## src/rtl/nf_uart_receiver.sv

```systemverilog
// 8N1 UART receiver: 2-FF synchronizer, falling-edge start detect, mid-bit sampling at comp clocks/bit.
// Strobe lands 3+(comp>>1)+9*comp+1 cycles after the line falls; no backpressure, consumer must take the byte on rx_valid.
module nf_uart_receiver (
    input  logic        clk,
    input  logic        reset,
    input  logic        rec_en,
    input  logic [15:0] comp,
    output logic [7:0]  rx_data,
    output logic        rx_valid,
    output logic        frame_err,
    input  logic        uart_rx
);

    typedef enum logic [1:0] {
        IDLE  = 2'd0,
        START = 2'd1,
        DATA  = 2'd2,
        STOP  = 2'd3
    } state_t;

    state_t      state;
    state_t      state_nxt;
    logic        rx_m;
    logic        rx_s;
    logic        rx_d;
    logic [15:0] cnt;
    logic [15:0] comp_l;
    logic [15:0] half_cnt;
    logic [15:0] last_cnt;
    logic [2:0]  bit_idx;
    logic [7:0]  shift;
    logic        start_det;
    logic        cnt_clr;
    logic        bit_smp;
    logic        load_data;
    logic        err_set;
    logic        latch_comp;

    // A line held low shows no 1->0 transition, so it cannot re-trigger.
    assign start_det = rx_d & ~rx_s;
    assign half_cnt  = {1'b0, comp_l[15:1]};
    assign last_cnt  = comp_l - 16'd1;

    always_ff @(posedge clk) begin
        if (reset) begin
            rx_m <= 1'b1;
            rx_s <= 1'b1;
            rx_d <= 1'b1;
        end else begin
            rx_m <= uart_rx;
            rx_s <= rx_m;
            rx_d <= rx_s;
        end
    end

    always_ff @(posedge clk) begin
        if (reset) begin
            state <= IDLE;
        end else begin
            state <= state_nxt;
        end
    end

    always_comb begin
        state_nxt  = state;
        cnt_clr    = 1'b0;
        bit_smp    = 1'b0;
        load_data  = 1'b0;
        err_set    = 1'b0;
        latch_comp = 1'b0;
        if (!rec_en) begin
            state_nxt = IDLE;
            cnt_clr   = 1'b1;
        end else begin
            case (state)
                IDLE: begin
                    cnt_clr = 1'b1;
                    if (start_det) begin
                        state_nxt  = START;
                        latch_comp = 1'b1;
                    end
                end
                START: begin
                    if (cnt == half_cnt) begin
                        cnt_clr   = 1'b1;
                        state_nxt = rx_s ? IDLE : DATA;
                    end
                end
                DATA: begin
                    if (cnt == last_cnt) begin
                        cnt_clr = 1'b1;
                        bit_smp = 1'b1;
                        if (bit_idx == 3'd7) begin
                            state_nxt = STOP;
                        end
                    end
                end
                STOP: begin
                    if (cnt == last_cnt) begin
                        cnt_clr   = 1'b1;
                        state_nxt = IDLE;
                        load_data = rx_s;
                        err_set   = ~rx_s;
                    end
                end
                default: begin
                    state_nxt = IDLE;
                    cnt_clr   = 1'b1;
                end
            endcase
        end
    end

    always_ff @(posedge clk) begin
        if (reset) begin
            cnt       <= 16'd0;
            comp_l    <= 16'd0;
            bit_idx   <= 3'd0;
            shift     <= 8'd0;
            rx_data   <= 8'd0;
            rx_valid  <= 1'b0;
            frame_err <= 1'b0;
        end else begin
            rx_valid  <= load_data;
            frame_err <= err_set;
            cnt       <= cnt_clr ? 16'd0 : cnt + 16'd1;
            if (latch_comp) begin
                comp_l <= comp;
            end
            if (!rec_en || state == IDLE) begin
                bit_idx <= 3'd0;
            end else if (bit_smp) begin
                bit_idx <= bit_idx + 3'd1;
            end
            // LSB arrives first, so shifting right leaves bit 0 in place after 8 samples.
            if (bit_smp) begin
                shift <= {rx_s, shift[7:1]};
            end
            if (load_data) begin
                rx_data <= shift;
            end
        end
    end

endmodule

```

## config.mk

```make
export PLATFORM = sky130hd
export DESIGN_NAME = nf_uart_receiver
export DESIGN_NICKNAME = d
export VERILOG_FILES = /design/src/rtl/nf_uart_receiver.sv
export SDC_FILE = /design/constraint.sdc
export NUM_CORES = 1
export LEC_CHECK = 0
export CORE_ASPECT_RATIO = 1.4
export CORE_UTILIZATION = 51
export CTS_BUF_LIST = sky130_fd_sc_hd__clkbuf_16
export DETAILED_ROUTE_END_ITERATION = 6
export GPL_ROUTABILITY_DRIVEN = 0
export PLACE_DENSITY_LB_ADDON = 0.25
export SYNTH_ARGS = -nofsm -noshare
export SYNTH_HDL_FRONTEND = slang
export SYNTH_SLANG_ARGS = --single-unit
```

## constraint.sdc

```tcl
create_clock -name clk -period 2.6 [get_ports clk]
set_clock_uncertainty 0.15 [all_clocks]
set_input_delay 0.52 -clock clk [delete_from_list [all_inputs] [get_ports clk]]
set_output_delay 0.52 -clock clk [all_outputs]
set_load 0.01 [all_outputs]
```

==> summary.md <==
| Metric | Value |
|---|---|
| Row count | `33` |
| Cell Pwr Density | `roughly 540 nW/um2` |
| Reg2Reg Launch Point | `comp_l[1]` |
| Post-Syn Nets | `approximately 370` |
| Clock Tree Root | `clkbuf_16` |
| Design area | `between 3000 and 4000 um2` |
| Hold WS | `approximately 0.27 ns` |
| Worst vdd ir | `~540 uV` |
| Yosys top cell by area | `dfxtp_1` |
| Sequential fraction of the synthesis area | `0.3806` |
| Final setup violation count | `22` |
| Status | `finished with violations` |
| GRT met3 Usage | `0.06463` |
| # DRC | `0` |
| Hold-fix buffers at CTS | `0` |
| Synth area leaders | `dfxtp_1 38%, xor2_1 8.0%, nor2_1 6.2%` |
| First-pass GRT wire length | `11130 um` |
| HP Start | `rx_m` |
| Placed cell area | `~3600 um2` |
| DIE WIDTH | `between 60 and 70 um` |
| Top cells by count, synth | `58 x dfxtp_1, 50 x nor2_1, 44 x nand2_1, 28 x xor2_1` |
| TritonCTS clock tree | `done` |
| CP Class | `reg2reg` |
| IO Pins | `30` |
| Worst hold path type | `reg2reg` |
| Initial DRC count | `127` |
| Syn avg cell area | `between 8 and 9 um2` |
| WP data required | `~2.7 ns` |
| Die Area | `about 6300 um2` |
| Least-Margin Pin Slew | `0.5801 ns` |
| Tot GR Track Use | `0.2415` |
| Initial DRT Pass Iterations | `4` |
| Fin. Hold Viols | `0` |
| Crit Path Max Fanout | `6` |
| Detailed Place HPWL | `4931 um` |
| Vias per cell | `about 5.4` |
| Antenna violations before repair | `0` |
| Met1 GRT Util | `0.2598` |
| Total power | `between 2 and 2.5 mW` |
| Worst slew margin | `0.6132` |
| Slew Limit Fails | `0` |
| Placed insts | `about 460` |
| Final #Nets | `428` |
| #FFs+latches synth | `58` |
| Routed Wire Length | `about 7000 um` |
| Number of I/O port buffers | `29` |
| Grt met2 use | `0.4100` |
| Register area | `1170 um2` |
| Fin cells | `between 400 and 500` |
| # clock sinks | `58` |
| Layout cells sized above 1 | `0.2078` |
| H-tree depth | `3` |
| Final worst slack | `-0.2421 ns` |
| Setup TNS | `-3.781 ns` |
| Reg clk slew, reported paths | `0.06 ns` |
| Largest net degree at the start of global routing | `37` |
| Netlist cell types | `between 50 and 60` |
| Failing checks | `negative setup slack` |
| Area of the core | `5822 um2` |
| Grt total ovfl | `0` |
| Critical Path Start Type | `register` |
| Hold EP | `rx_s` |
| Post-Syn Area | `a little over 3000 um2` |
| Yosys top cell area share | `0.3806` |
| Initial Util | `0.5240` |
| Most frequent cell after synthesis | `dfxtp_1` |
| Max Clk Rate | `between 300 and 400 MHz` |
| Vias | `roughly 2600` |
| Ys flop type | `dfxtp_1` |
| YS warnings | `0` |
| Share of flip-flops with an asynchronous set or reset | `0` |
| Reg2Reg Setup Slack | `-0.24 ns` |
| Hold Path Depth | `1` |
| # fillers | `~460` |
| P&R area growth vs syn | `30.72%` |
| RSZ-0062 raised after global routing | `yes` |
| P_leak | `1.569 nW` |
| Diode count | `0` |
| Cells after Synth | `~350` |
| Clk buf depth | `2` |
| Post-route ant nets | `0` |
| Period Utilization, post-route | `1.093` |
| Number of flops mapped to enable cells by yosys | `0` |
| Reg2reg end | `shift[6]` |
| R2R cell count | `10` |
| Drt wl/cell | `around 15 um` |
| Total CTS buffers | `9` |
| Area of the multi-input gates | `~1800 um2` |
| Crit path time final | `2.842 ns` |
| Vias in the first global route | `2438` |
| Arrival time worst endpoint | `about 2.9 ns` |
| DIE HEIGHT | `around 94 um` |
| Top Usage Layer GRT | `met2` |
| Max-Cap Viols | `0` |
| Worst-skew pair later-pin latency | `0.33 ns` |
| Crit end category | `register` |
-- state kept, by name, summed over array words and instances, names as in the netlist, named ones only --
signal / cells
rx_s: 1
rx_valid: 1
bit_idx: 3
frame_err: 1
rx_m: 1
rx_data: 8
state: 1
rx_d: 1
comp_l: 16
cnt: 16
shift: 8
-- kinds of logic after synthesis --
kind of cell    synth area share
compound gates           0.09024
xor+xnor                  0.1378
fa+ha+maj                0.01641
buf+inv                  0.05906
flops                     0.3806
mux                      0.06276
simple gates              0.2531
-- placed cells by master (no fill, tap or decap), types with 3 or more instances in the layout --
cell type        netlist  layout
xor2_1                28      28
nor2_1                50      50
nand4_1                5       5
buf_6                  4       4
or2_2                  3       3
nand3b_1               3       3
ha_1                   4       3
and3_1                 3       3
xnor2_1               20      18
clkdlybuf4s50_1        0      29
mux2i_1               18      18
nand2_1               44      44
clkbuf_16              0      10
inv_1                  5       3
clkinvlp_4             0       3
a21oi_1               20      20
nor4_1                 6       6
buf_4                  4      36
nor2b_1                3       3
dfxtp_1               58      55
nand3_1                9       9
-- power breakdown --
part / internal [mW] / total [mW] / switching (mW)
combinational: 0.0884 / 0.172 / 0.0834
sequential: 0.895 / 0.903 / 0.00807
clock: 0.648 / 1.08 / 0.437
-- through the flow --
| stage | util | setup slack, ns |
|---|---|---|
| finish | 0.6849 | -0.2421 |
| global route | 0.6849 | -0.3775 |
| CTS | 0.6688 | -0.2272 |
| detailed placement | 0.6125 | -0.2661 |
| global placement | 0.6125 | -0.1924 |
| floorplan | - | -0.08149 |
-- layer usage --
| layer | vias to the layer above | part of all wire |
|---|---|---|
| met5 | - | 0 |
| met4 | 0 | 0.029 |
| met3 | 15 | 0.038 |
| met2 | 59 | 0.53 |
| met1 | 1215 | 0.41 |
| li1 | 1287 | - |
-- how the worst max path moves through the flow --
stage	slack [ns]	depth (start not counted)	startpoint	end
6_report	-0.24	10	comp_l[1]	shift[6]
3_5_place_dp	-0.27	10	comp_l[0]	rx_data[5]
2_1_floorplan	-0.08	9	comp_l[2]	shift[1]
4_1_cts	-0.23	9	comp_l[3]	rx_data[5]
3_3_place_gp	-0.19	10	comp_l[0]	rx_data[1]
5_1_grt	-0.38	10	comp_l[1]	shift[0]
-- layout make-up --
class                   instances  share of cell area
multi-input cells             259              0.4465
flip-flops and latches         58              0.2934
repair buffers                 71              0.1632
clock buffers                   9             0.05648
well taps                      70             0.02196
clock inverters                 7             0.01318
inverters                       5            0.005334
-- worst max-delay path: stages (launching register included) --
cell	delay, ns
dfxtp_4	0.36
inv_4	0.06
ha_4	0.13
nor3b_4	0.26
nand4_1	0.17
o31a_2	0.16
or4_4	0.58
nor4b_4	0.39
buf_6	0.19
mux2i_1	0.20
nor2_1	0.05
-- timing repair --
action                     in CTS  in global routing
setup endpoints to repair      37                 37
pin swaps                       9                 14
setup buffers                   3                  1
resized for setup               9                 13
hold endpoints to repair        0                  0
gates cloned                    0                  1
Note: power is estimated with default switching activity, not from simulation.
